--- src/rtl/cpu_pkg.sv ---
// Shared CPU datapath constants: widths, opcode encodings, the hard-wired
// zero register, and the operand-fetch stage FSM state type.
package cpu_pkg;

    localparam int unsigned DATA_W = 16;
    localparam int unsigned ADDR_W = 3;
    localparam int unsigned OP_W   = 4;

    // r0 always reads as zero and is never a forwarding target.
    localparam logic [2:0] REG_ZERO = 3'd0;

    typedef enum logic [3:0] {
        OP_ADD  = 4'h0,
        OP_SUB  = 4'h1,
        OP_AND  = 4'h2,
        OP_OR   = 4'h3,
        OP_XOR  = 4'h4,
        OP_SLL  = 4'h5,
        OP_SRL  = 4'h6,
        OP_ADDI = 4'h7,
        OP_LD   = 4'h8,
        OP_ST   = 4'h9,
        OP_BEQ  = 4'hA,
        OP_BNE  = 4'hB,
        OP_JAL  = 4'hC,
        OP_NOP  = 4'hF
    } opcode_e;

    typedef enum logic {
        ST_RUN   = 1'b0,
        ST_STALL = 1'b1
    } of_state_e;

endpackage

--- src/rtl/operand_bypass_mux.sv ---
// Combinational source-operand selector: r0 guard, then EX bypass, then WB
// bypass, then register file data.
module operand_bypass_mux
    import cpu_pkg::*;
#(
    parameter int unsigned DATA_W = cpu_pkg::DATA_W,
    parameter int unsigned ADDR_W = cpu_pkg::ADDR_W
) (
    input  logic [ADDR_W-1:0] rs,
    input  logic [DATA_W-1:0] rf_data,
    input  logic              ex_valid,
    input  logic [ADDR_W-1:0] ex_rd,
    input  logic [DATA_W-1:0] ex_data,
    input  logic              wb_valid,
    input  logic [ADDR_W-1:0] wb_rd,
    input  logic [DATA_W-1:0] wb_data,
    output logic [DATA_W-1:0] operand
);

    // Priority select; the r0 test comes first so a bypass carrying rd=0
    // can never override the hard-wired zero.
    always_comb begin
        operand = rf_data;
        if (rs == ADDR_W'(REG_ZERO)) begin
            operand = '0;
        end else if (ex_valid && (ex_rd == rs)) begin
            operand = ex_data;
        end else if (wb_valid && (wb_rd == rs)) begin
            operand = wb_data;
        end
    end

endmodule

--- src/rtl/operand_fetch_stage.sv ---
// Decode-to-execute stage: reads/bypasses both source operands, captures the
// instruction into the ID/EX register, and inserts bubbles on load-use hazards.
module operand_fetch_stage
    import cpu_pkg::*;
#(
    parameter int unsigned DATA_W     = cpu_pkg::DATA_W,
    parameter int unsigned ADDR_W     = cpu_pkg::ADDR_W,
    parameter int unsigned OP_W       = cpu_pkg::OP_W,
    parameter int unsigned LOAD_STALL = 1
) (
    input  logic              clk,
    input  logic              rst_n,
    input  logic              in_valid,
    output logic              in_ready,
    input  logic [OP_W-1:0]   in_op,
    input  logic [ADDR_W-1:0] in_rs1,
    input  logic [ADDR_W-1:0] in_rs2,
    input  logic [ADDR_W-1:0] in_rd,
    input  logic              in_regwrite,
    input  logic              in_memread,
    input  logic [DATA_W-1:0] in_imm,
    output logic [ADDR_W-1:0] rf_addr1,
    output logic [ADDR_W-1:0] rf_addr2,
    input  logic [DATA_W-1:0] rf_data1,
    input  logic [DATA_W-1:0] rf_data2,
    input  logic              fwd_ex_valid,
    input  logic [ADDR_W-1:0] fwd_ex_rd,
    input  logic [DATA_W-1:0] fwd_ex_data,
    input  logic              fwd_wb_valid,
    input  logic [ADDR_W-1:0] fwd_wb_rd,
    input  logic [DATA_W-1:0] fwd_wb_data,
    input  logic              flush,
    output logic              out_valid,
    input  logic              out_ready,
    output logic [OP_W-1:0]   out_op,
    output logic [ADDR_W-1:0] out_rd,
    output logic              out_regwrite,
    output logic              out_memread,
    output logic [DATA_W-1:0] out_imm,
    output logic [DATA_W-1:0] out_a,
    output logic [DATA_W-1:0] out_b
);

    // Bubbles beyond the first are counted down in STALL.
    localparam logic [1:0] STALL_INIT = 2'(LOAD_STALL - 1);

    of_state_e         state_q, state_d;
    logic [1:0]        cnt_q, cnt_d;
    logic              out_valid_q, out_valid_d;
    logic [OP_W-1:0]   out_op_q, out_op_d;
    logic [ADDR_W-1:0] out_rd_q, out_rd_d;
    logic              out_regwrite_q, out_regwrite_d;
    logic              out_memread_q, out_memread_d;
    logic [DATA_W-1:0] out_imm_q, out_imm_d;
    logic [DATA_W-1:0] out_a_q, out_a_d;
    logic [DATA_W-1:0] out_b_q, out_b_d;

    logic              adv;
    logic              hz;
    logic              accept;
    logic [DATA_W-1:0] opnd_a;
    logic [DATA_W-1:0] opnd_b;

    assign rf_addr1 = in_rs1;
    assign rf_addr2 = in_rs2;

    operand_bypass_mux #(
        .DATA_W (DATA_W),
        .ADDR_W (ADDR_W)
    ) u_mux_a (
        .rs       (in_rs1),
        .rf_data  (rf_data1),
        .ex_valid (fwd_ex_valid),
        .ex_rd    (fwd_ex_rd),
        .ex_data  (fwd_ex_data),
        .wb_valid (fwd_wb_valid),
        .wb_rd    (fwd_wb_rd),
        .wb_data  (fwd_wb_data),
        .operand  (opnd_a)
    );

    operand_bypass_mux #(
        .DATA_W (DATA_W),
        .ADDR_W (ADDR_W)
    ) u_mux_b (
        .rs       (in_rs2),
        .rf_data  (rf_data2),
        .ex_valid (fwd_ex_valid),
        .ex_rd    (fwd_ex_rd),
        .ex_data  (fwd_ex_data),
        .wb_valid (fwd_wb_valid),
        .wb_rd    (fwd_wb_rd),
        .wb_data  (fwd_wb_data),
        .operand  (opnd_b)
    );

    // Handshake and load-use hazard detection against the held instruction.
    always_comb begin
        adv = out_ready | ~out_valid_q;
        hz  = in_valid & out_valid_q & out_memread_q & out_regwrite_q
            & (out_rd_q != '0)
            & ((out_rd_q == in_rs1) | (out_rd_q == in_rs2));
        in_ready = 1'b0;
        if (!flush && (state_q == ST_RUN)) begin
            in_ready = adv & ~hz;
        end
        accept = in_valid & in_ready;
    end

    // Next-state for the FSM and ID/EX register; flush overrides everything.
    always_comb begin
        state_d        = state_q;
        cnt_d          = cnt_q;
        out_valid_d    = out_valid_q;
        out_op_d       = out_op_q;
        out_rd_d       = out_rd_q;
        out_regwrite_d = out_regwrite_q;
        out_memread_d  = out_memread_q;
        out_imm_d      = out_imm_q;
        out_a_d        = out_a_q;
        out_b_d        = out_b_q;

        if (flush) begin
            out_valid_d    = 1'b0;
            out_regwrite_d = 1'b0;
            out_memread_d  = 1'b0;
            state_d        = ST_RUN;
            cnt_d          = '0;
        end else begin
            unique case (state_q)
                ST_RUN: begin
                    if (adv) begin
                        if (accept) begin
                            out_valid_d    = 1'b1;
                            out_op_d       = in_op;
                            out_rd_d       = in_rd;
                            out_regwrite_d = in_regwrite;
                            out_memread_d  = in_memread;
                            out_imm_d      = in_imm;
                            out_a_d        = opnd_a;
                            out_b_d        = opnd_b;
                        end else begin
                            out_valid_d    = 1'b0;
                            out_regwrite_d = 1'b0;
                            out_memread_d  = 1'b0;
                            if (hz) begin
                                cnt_d = STALL_INIT;
                                if (LOAD_STALL > 1) begin
                                    state_d = ST_STALL;
                                end
                            end
                        end
                    end
                end
                ST_STALL: begin
                    if (adv) begin
                        out_valid_d    = 1'b0;
                        out_regwrite_d = 1'b0;
                        out_memread_d  = 1'b0;
                        if (cnt_q <= 2'd1) begin
                            cnt_d   = '0;
                            state_d = ST_RUN;
                        end else begin
                            cnt_d = cnt_q - 2'd1;
                        end
                    end
                end
                default: begin
                    state_d = ST_RUN;
                    cnt_d   = '0;
                end
            endcase
        end
    end

    // State and ID/EX register, cleared asynchronously.
    always_ff @(posedge clk or negedge rst_n) begin
        if (!rst_n) begin
            state_q        <= ST_RUN;
            cnt_q          <= '0;
            out_valid_q    <= 1'b0;
            out_op_q       <= '0;
            out_rd_q       <= '0;
            out_regwrite_q <= 1'b0;
            out_memread_q  <= 1'b0;
            out_imm_q      <= '0;
            out_a_q        <= '0;
            out_b_q        <= '0;
        end else begin
            state_q        <= state_d;
            cnt_q          <= cnt_d;
            out_valid_q    <= out_valid_d;
            out_op_q       <= out_op_d;
            out_rd_q       <= out_rd_d;
            out_regwrite_q <= out_regwrite_d;
            out_memread_q  <= out_memread_d;
            out_imm_q      <= out_imm_d;
            out_a_q        <= out_a_d;
            out_b_q        <= out_b_d;
        end
    end

    assign out_valid    = out_valid_q;
    assign out_op       = out_op_q;
    assign out_rd       = out_rd_q;
    assign out_regwrite = out_regwrite_q;
    assign out_memread  = out_memread_q;
    assign out_imm      = out_imm_q;
    assign out_a        = out_a_q;
    assign out_b        = out_b_q;

endmodule

--- config.mk ---
export PLATFORM = sky130hd
export DESIGN_NAME = operand_fetch_stage
export DESIGN_NICKNAME = d
export VERILOG_FILES = /design/src/rtl/cpu_pkg.sv /design/src/rtl/operand_bypass_mux.sv /design/src/rtl/operand_fetch_stage.sv
export SDC_FILE = /design/constraint.sdc
export NUM_CORES = 1
export LEC_CHECK = 0
export ABC_AREA = 1
export ABC_CLOCK_PERIOD_IN_PS = 3400
export BUFFER_PORTS_ARGS = -buffer_cell sky130_fd_sc_hd__buf_4
export CAP_MARGIN = 20
export CORE_MARGIN = 2
export CORE_UTILIZATION = 50
export CTS_CLUSTER_DIAMETER = 120
export DETAILED_ROUTE_END_ITERATION = 6
export PLACE_DENSITY_LB_ADDON = 0.2
export SLEW_MARGIN = 25
export SYNTH_ARGS = -nofsm -noshare
export SYNTH_HDL_FRONTEND = slang
export SYNTH_SLANG_ARGS = --single-unit
--- constraint.sdc ---
create_clock -name clk -period 3.4 [get_ports clk]
set_input_delay 0.17 -clock clk [delete_from_list [all_inputs] [get_ports clk]]
set_output_delay 0.17 -clock clk [all_outputs]
set_load 0.02 [all_outputs]
; Word-level counts from Yosys, hierarchy flattened
; Index checks and enable logic that the tools add are counted.
[word_totals]
input_bits = 108
register_bits = 61
[classes]
n_addsub = 1
mux = 31
eq_ne = 10
magnitude_cmp = 1
bitwise_logic = 13
reduce_logical = 12
[op_table]
columns = operator, count
row1 = $mux W16, 6
row2 = $eq A3 B3 Y1, 6
row3 = $mux W1, 15
row4 = $mux W2, 6
row5 = $ne A3 B3 Y1 const B, 3
row6 = $reduce_and A4 Y1, 2
row7 = $and A1 B1 Y1, 7
row8 = $logic_not A3 Y1, 2
row9 = $pmux W1 S2, 3
row10 = $logic_and A1 B1 Y1, 5
row11 = $not A1 Y1, 4
row12 = $pmux W2 S2, 1
row13 = $ne A3 B2 Y1 const B, 1
row14 = $reduce_bool A3 Y1, 1
row15 = $le A2 B1 Y1 const B, 1
row16 = $or A1 B1 Y1, 2
row17 = $reduce_and A2 Y1, 1
row18 = $sub A2 B1 Y2 const B, 1
row19 = $logic_not A1 Y1, 1

; Logic depth before layout (Yosys ltp)
; Gate-level depths: netlist of the first run.
[logic_depth]
word_depth = 13
depth_mapped = 11
mapped_depth_nobuf = 10

; By module
; Synthesis of the first run repeated with hierarchy kept, for this count alone.
[hier_totals]
hier_cells = 653
hier_area_um2 = 4601.9
[modules_own_cells]
columns = mod, instances, cells_each, area_per_inst_um2
row1 = operand_fetch_stage, 1, 317, 2740.1
row2 = operand_bypass_mux, 2, 168, 930.9

; Worst setup path after synthesis of the first run
; Ideal clock, no wire load.
[synth_path]
path_type = register -> register
from = register out_valid_q (netlist: out_valid)
to = register out_rd_q[2] (netlist: out_rd[2])
required_ps = 3335
arrival_time_ps = 1452
path_slack_ps = 1883
path_stages_with_launch = 8
setup_time_ps = 65
cell_sequence = dfrtp_1 > inv_1 > nor2_1 > nor3_2 > a21boi_2 > buf_6 > nand3_1 > nand2_1
[synth_via]
elab_chain_len = 10
elab_cells_between_ends = 12
[synth_lines]
columns = item, line_no
row1 = "start, declared", operand_fetch_stage.sv:49  ; logic out_valid_q, out_valid_d;
row2 = "start signal, assigned", operand_fetch_stage.sv:192  ; out_valid_q <= out_valid_d;
row3 = $and A1 B1 Y1 (3 in series), operand_fetch_stage.sv:100  ; hz = in_valid & out_valid_q & out_memread_q & out_regwrite_q
row4 = $and A1 B1 Y1, operand_fetch_stage.sv:101  ; & (out_rd_q != '0)
row5 = $and A1 B1 Y1, operand_fetch_stage.sv:102  ; & ((out_rd_q == in_rs1) | (out_rd_q == in_rs2));
row6 = $not A1 Y1, operand_fetch_stage.sv:105  ; in_ready = adv & ~hz;
row7 = $and A1 B1 Y1 (*), operand_fetch_stage.sv:105
row8 = $mux W1 (*), operand_fetch_stage.sv:104  ; if (!flush && (state_q == ST_RUN)) begin
row9 = named net in_ready, operand_fetch_stage.sv:14  ; output logic in_ready,
row10 = $and A1 B1 Y1 (*), operand_fetch_stage.sv:107  ; accept = in_valid & in_ready;
row11 = $reduce_and A4 Y1 (no source line) (*), --
row12 = "end signal, assigned", operand_fetch_stage.sv:194  ; out_rd_q <= out_rd_d;
row13 = "end, declared", operand_fetch_stage.sv:51  ; logic [ADDR_W-1:0] out_rd_q, out_rd_d;
; Mark *: on every way through the listed nets, which the timed path passes. The rest lies on a longest branch.
; A chain may end at the register's enable or synchronous reset.

; Worst setup path in the final report of the first run
[layout_path]
from = register out_valid_q (netlist: out_valid)
to = output in_ready
[layout_via]
elab_chain_len = 8
elab_cells_between_ends = 10
[layout_lines]
columns = item, line_no
row1 = $and A1 B1 Y1 (3 in series), operand_fetch_stage.sv:100
row2 = $and A1 B1 Y1, operand_fetch_stage.sv:101
row3 = $and A1 B1 Y1, operand_fetch_stage.sv:102
row4 = $not A1 Y1, operand_fetch_stage.sv:105
row5 = $and A1 B1 Y1 (*), operand_fetch_stage.sv:105
row6 = $mux W1 (*), operand_fetch_stage.sv:104
row7 = "end, declared", operand_fetch_stage.sv:14
; Mark *: on every way between the ends. The rest lies on a longest branch, timed or not.

==> results of run 1 <==
==> final cells by class <==
cell class              count  area (um2)
well taps                  96       120.1
clock inverters             6       86.33
flip-flops and latches     61        1526
repair buffers            174        1309
inverters                  39       146.4
clock buffers              10       137.6
multi-input cells         383        1723
fillers                   588        1821
==> Yosys cell counts, types with 2 or more instances <==
cell type    n
nand2_1    215
nand3_1     96
dfrtp_1     61
inv_1       28
o21ai_1     22
buf_4       16
o21ai_0     16
nor2_1      13
inv_2       11
buf_2        8
buf_6        4
nand2_2      4
nor2_4       4
nand3_2      3
nand2_4      2
xor2_1       2
==> sequential cells by signal, indices dropped and copies added (netlist names) <==
name	flops
out_b	16
out_imm	16
out_op	4
out_memread	1
out_regwrite	1
out_rd	3
cnt_q	2
out_valid	1
out_a	16
state_q	1
==> kinds of logic (layout without fill, tap and decap cells) <==
| kind of cell | count (synthesis) | after routing | synth area share |
|---|---|---|---|
| XOR/XNOR | 3 | 3 | 0.007290 |
| buffers and inverters | 68 | 229 | 0.09858 |
| AND/OR/NAND/NOR | 341 | 341 | 0.4148 |
| flip-flops | 61 | 61 | 0.4235 |
| AO/OA/AOI/OAI | 39 | 39 | 0.05589 |
==> what timing repair did <==
action	in CTS	in global routing
hold endpoints to repair	61	0
setup buffers	0	0
hold buffers	1	0
==> layer usage <==
metal | vias up | GRT usage | share of wire
met1 | 1836 | 0.3872 | 0.39
met2 | 240 | 0.4803 | 0.49
met3 | 32 | 0.05540 | 0.096
met4 | 0 | 0.1350 | 0.028
li1 | 1935 | - | -
met5 | - | 0 | 0
==> worst paths after layout <==
kind                                         from                endpoint  slack, ps  cells past startpoint
max in group asynchronous                   rst_n    out_a[7]$_DFFE_PN0P_       2440                      2
min reg2reg                out_imm[9]$_DFFE_PN0P_  out_imm[9]$_DFFE_PN0P_        490                      2
min                                     in_imm[7]  out_imm[7]$_DFFE_PN0P_         60                      3
min in group asynchronous                   rst_n  out_imm[7]$_DFFE_PN0P_        440                      2
max                         out_valid$_DFFE_PN0P_                in_ready        970                      5
max reg2reg                 out_rd[2]$_DFFE_PN0P_    out_b[1]$_DFFE_PN0P_       1370                      7
==> worst max-delay path, delay by kind of cell, from the launching register on <==
| family | cells | cell delay [ps] |
|---|---|---|
| AO/OA/AOI/OAI | 1 | 820 |
| flip-flops | 1 | 390 |
| buffers and inverters | 2 | 360 |
| AND/OR/NAND/NOR | 2 | 360 |
==> through the flow <==
step / utilization / power [mW] / worst slack, ps
global route: 0.7350 / 2.556 / 740.0
CTS: 0.7350 / 2.426 / 950.7
finish: 0.7350 / 2.420 / 966.4
floorplan: - / 1.328 / 1883
global placement: 0.7009 / 1.678 / 1436
detailed placement: 0.7009 / 1.698 / 1372
==> placed cells by master, fill, tap and decap left out, types with 10 or more instances in the layout <==
master,instances
o21ai_0,16
o21ai_1,22
buf_4,173
inv_2,11
nand2_1,215
nand3_1,96
dfrtp_1,61
inv_1,28
clkbuf_8,10
nor2_1,13
==> report_power, final <==
| part | internal, mW | switching (mW) |
|---|---|---|
| sequential | 0.839 | 0.0753 |
| combinational | 0.327 | 0.450 |
| clock | 0.431 | 0.298 |
==> impl_metrics.tcl, run 1 <==
set metrics [dict create \
    yosysWarningCount 0 \
    antennaDiodeCount 0 \
    drv_slew 0 \
    grt_usage 0.2965 \
    gr-total-overflow 0 \
    syn_area_um2 3605 \
    grt_max_degree 62 \
    skew_ps 10.25 \
    powerDensity_nw_per_um2 479.4 \
    cts.clk_slew.worst_paths_ps 80 \
    nets 776 \
    status "completed" \
    setup-tns-final_ps 0 \
    holdWs_ps 57.14 \
    final_hold_viol_count 0 \
    crit_arrival_ps 2260 \
    vias 4043 \
    finalCriticalPeriod_ps 2434 \
    clock.fmax_mhz 410.9 \
    crit_required_ps 3230 \
    wire_per_inst_um 14.95 \
    port_buffers 172 \
    antenna_found_initial 0 \
    slew_headroom 0.3544 \
    start_util 0.5248 \
    gp_congestion 0.8623 \
    critPathCaptureType "output port" \
    avgSynthCellArea_um2 7.040 \
    cpMaxStageDelayCell "a21boi_2" \
    numClockSinks 61 \
    min_path_type "in2reg" \
    ant_nets 0 \
    cp_cell_sequence "inv_1, nor2_1, nor3_2, a21boi_2, buf_4" \
    syn_nets 620 \
    clock-root-buffer "clkbuf_8" \
    std_cell_rows 30 \
    grt_pass1_wl_mm 18.20 \
    clock_path_buffers 2 \
    finalWirelength_mm 11.50 \
    ys_ff_latch 61 \
    htreeDepth 3 \
    synth_largest_area_cell "dfrtp_1" \
    drtIter0Drc 296 \
    yosysSeqAreaShare 0.4235 \
    critPathKind "reg2out" \
    finalCritPeriodShare 0.7158 \
    async_flop_share 1.000 \
    grt_pass1_vias 3861 \
    rsz0062_at_grt "no" \
    die-height_um 88.91 \
    insertion_delay_ps 340 \
    setup_viol 0 \
    maxCapViolCount 0 \
    synth_area_leaders "dfrtp_1 42%, nand2_1 22%, nand3_1 13%, buf_4 3.3%, o21ai_1 3.1%" \
    synth_ff_type "dfrtp_1" \
    ys_types 23 \
    drcViolationCount 0 \
    cts_tree "done" \
    synthCells 512 \
    dpl_cell_area_um2 4815 \
    drive_gt1_frac 0.3210 \
    dp_hpwl_mm 8.116 \
    ir_worst_vdd_mv 0.2302 \
    critPathLaunchType "flop" \
    syn2layout_area_growth_pct 40.06 \
    core_um2 6869 \
    cts_resized 0 \
    drtPass1Iterations 4 \
    die-area_um2 7905 \
    synth_edf_count 0 \
    pin_count 173 \
    tightest_slew_ps 962.7 \
    cts-buffers-inserted 9 \
    stdcell_count 769 \
    stdcell_area_um2 5049 \
    place_inst 752 \
    yosys.area.top_type_share 0.4235 \
    cp_max_fo 25 \
    p_leak_nw 2.850 \
    vias_per_cell 5.257 \
    die_w_um 88.91 \
    slowest_delay_ps 820 \
]
(Power assumes the default switching activity.)
==> inputs of run 2 (changes only) <==
- ABC_AREA: 1 -> 0
- ABC_CLOCK_PERIOD_IN_PS: 3400 -> 2000
- CORE_UTILIZATION: 50 -> 42
- clock period: 3.4 -> 2 ns (I/O delays scaled with it)
==> run 2 against run 1 <==
Net effect:
- worst setup slack worse by 780 ps
- die area increased by 13%
- worst hold slack got worse by 41 ps
- clock-buffer cell count unchanged
- register-to-register slack worse by 1200 ps
- final area grew 4.7%
- clock power rose by 69%
- synthesized cell count is 45% lower
- cell count shrank 24%
- first-iteration DRC count shrank 78%
- clock skew fell by 4.0 ps
- critical path type unchanged
- largest power group unchanged
==> impl_metrics.tcl, run 2 <==
set metrics [dict create \
    powerDensity_nw_per_um2 837.1 \
    cts_resized 0 \
    preCtsSetupSlack_ps 214.2 \
    cp_cell_sequence "nor2b_1, nor3_1, and2_1, buf_4" \
    die_w_um 94.58 \
    ys_ff_latch 61 \
    critPathKind "reg2out" \
    port_buffers 172 \
    start_util 0.4258 \
    drive_gt1_frac 0.5290 \
    crit_arrival_ps 1710 \
    layout_commonest_cell "buf_4" \
    antenna_found_initial 0 \
    grt_usage 0.2221 \
    skew_ps 6.202 \
    dp_hpwl_mm 6.842 \
    grt_max_degree 62 \
    ys_types 26 \
    synthCells 283 \
    stdcell_count 587 \
    r2r_cells 6 \
    stdcell_area_um2 5285 \
    holdWs_ps 15.90 \
    min_path_type "in2reg" \
    cp.depth 4 \
    p_leak_nw 2.768 \
    finalCritPeriodShare 0.9061 \
    synth_ff_type "dfrtp_1" \
    slowest_delay_ps 400 \
    synth_area_leaders "dfrtp_1 44%, mux2_4 17%, mux2i_1 9.6%, mux2_2 5.2%, a21oi_1 5.1%" \
    holdPathStages 2 \
    finalCriticalPeriod_ps 1812 \
    wire_per_inst_um 16.65 \
    drv_slew 0 \
    drtIter0Drc 65 \
    crit_required_ps 1900 \
    drcViolationCount 0 \
    async_flop_share 1.000 \
    dpl_cell_area_um2 4811 \
    critPathLaunchType "flop" \
    setup_viol 0 \
    cts_tree "done" \
    gp_congestion 0.7594 \
    cpMaxStageDelayCell "dfrtp_1" \
    syn_nets 391 \
    hold_buffers 25 \
    maxCapViolCount 0 \
    status "completed" \
    critPathBufInv 1 \
    std_cell_rows 33 \
    clock-root-buffer "clkbuf_8" \
    synth_most_common_cell "dfrtp_1" \
    antennaDiodeCount 0 \
    htreeDepth 3 \
    ir_worst_vdd_mv 0.4579 \
    syn2layout_area_growth_pct 53.38 \
    cp_top_family "simple AND/OR/NAND/NOR gates" \
    clock_path_buffers 2 \
    numClockSinks 61 \
    cts-buffers-inserted 9 \
    tightest_slew_ps 769.4 \
    grt_pass1_wl_mm 15.30 \
    finalWirelength_mm 9.776 \
    final_hold_viol_count 0 \
    clock.fmax_mhz 551.8 \
    nets 585 \
    die-height_um 94.58 \
    synth_largest_area_cell "dfrtp_1" \
    slew_headroom 0.4871 \
    avgSynthCellArea_um2 12.18 \
    cts.clk_slew.worst_paths_ps 70 \
    ant_nets 0 \
    drtPass1Iterations 4 \
    pin_count 173 \
    die-area_um2 8944 \
    setup-tns-final_ps 0 \
    yosysSeqAreaShare 0.4430 \
    synth_edf_count 0 \
    mostFrequentLayoutCells "178 x buf_4, 61 x dfrtp_1, 39 x mux2_4, 35 x a21oi_1" \
    synth_common_cells "61 x dfrtp_1, 39 x mux2_4, 35 x a21oi_1" \
    gr-total-overflow 0 \
    vias 2962 \
    yosys.area.top_type_share 0.4430 \
    postLayoutSetupSlackWorst_ps 187.8 \
    syn_area_um2 3446 \
    grt_pass1_vias 3092 \
    core_um2 8093 \
    vias_per_cell 5.046 \
    insertion_delay_ps 330 \
    cts_setup_buffers 0 \
    place_inst 546 \
    cp_max_fo 4 \
    critPathCaptureType "output port" \
    yosysWarningCount 0 \
    rsz0062_at_grt "no" \
]
## run 2: path summary, 6_finish.rpt
check / start / endpoint / slack, ps
min: in_memread / out_memread$_DFFE_PN0P_ / 20
max reg2reg: out_rd[0]$_DFFE_PN0P_ / out_b[7]$_DFFE_PN0P_ / 210
min reg2reg: out_imm[5]$_DFFE_PN0P_ / out_imm[5]$_DFFE_PN0P_ / 510
max in group asynchronous: rst_n / out_b[6]$_DFFE_PN0P_ / 1110
min in group asynchronous: rst_n / out_b[4]$_DFFE_PN0P_ / 390
max: out_valid$_DFFE_PN0P_ / in_ready / 190
## run 2: layout make-up
cell class	instances	area, um2
tap	105	131.4
clock inverter	6	86.33
timing repair buffer	205	1627
sequential	61	1526
multi-input combinational	200	1777
clock buffer	10	137.6
fill	639	2808
## run 2: worst register-to-register path: cells and delay by family, from the launching register on
| family | cells | cell delay, ps |
|---|---|---|
| AND/OR/NAND/NOR | 2 | 370 |
| flip-flops | 1 | 440 |
| buffers and inverters | 1 | 230 |
| AO/OA/AOI/OAI | 1 | 140 |
| XOR/XNOR | 1 | 170 |
| multiplexers | 1 | 320 |
## run 2: kinds of logic (layout without fill, tap and decap cells)
| group | after synthesis | after routing | synth area share |
|---|---|---|---|
| xor+xnor | 18 | 18 | 0.04575 |
| mux | 88 | 88 | 0.3181 |
| compound gates | 71 | 71 | 0.1071 |
| simple gates | 23 | 23 | 0.04103 |
| buf+inv | 22 | 221 | 0.04502 |
| flops | 61 | 61 | 0.4430 |
## run 2: power breakdown
part	internal, mW	total, mW	switching (mW)
Clock	0.733	1.23	0.492
Combinational	0.855	1.57	0.717
Sequential	1.47	1.63	0.158
## run 2: routing by layer
metal  wire, um  global-route usage
met2       4837              0.3732
met4         94             0.07246
met5          0                   0
met3        698             0.04789
met1       4146              0.2862
## run 2: through the flow
| step | power [mW] | utilization |
|---|---|---|
| after floorplan | 2.464 | - |
| after global placement | 3.148 | 0.5945 |
| after detailed placement | 3.178 | 0.5945 |
| after CTS | 4.458 | 0.6531 |
| after global routing | 4.642 | 0.6531 |
| final | 4.424 | 0.6531 |
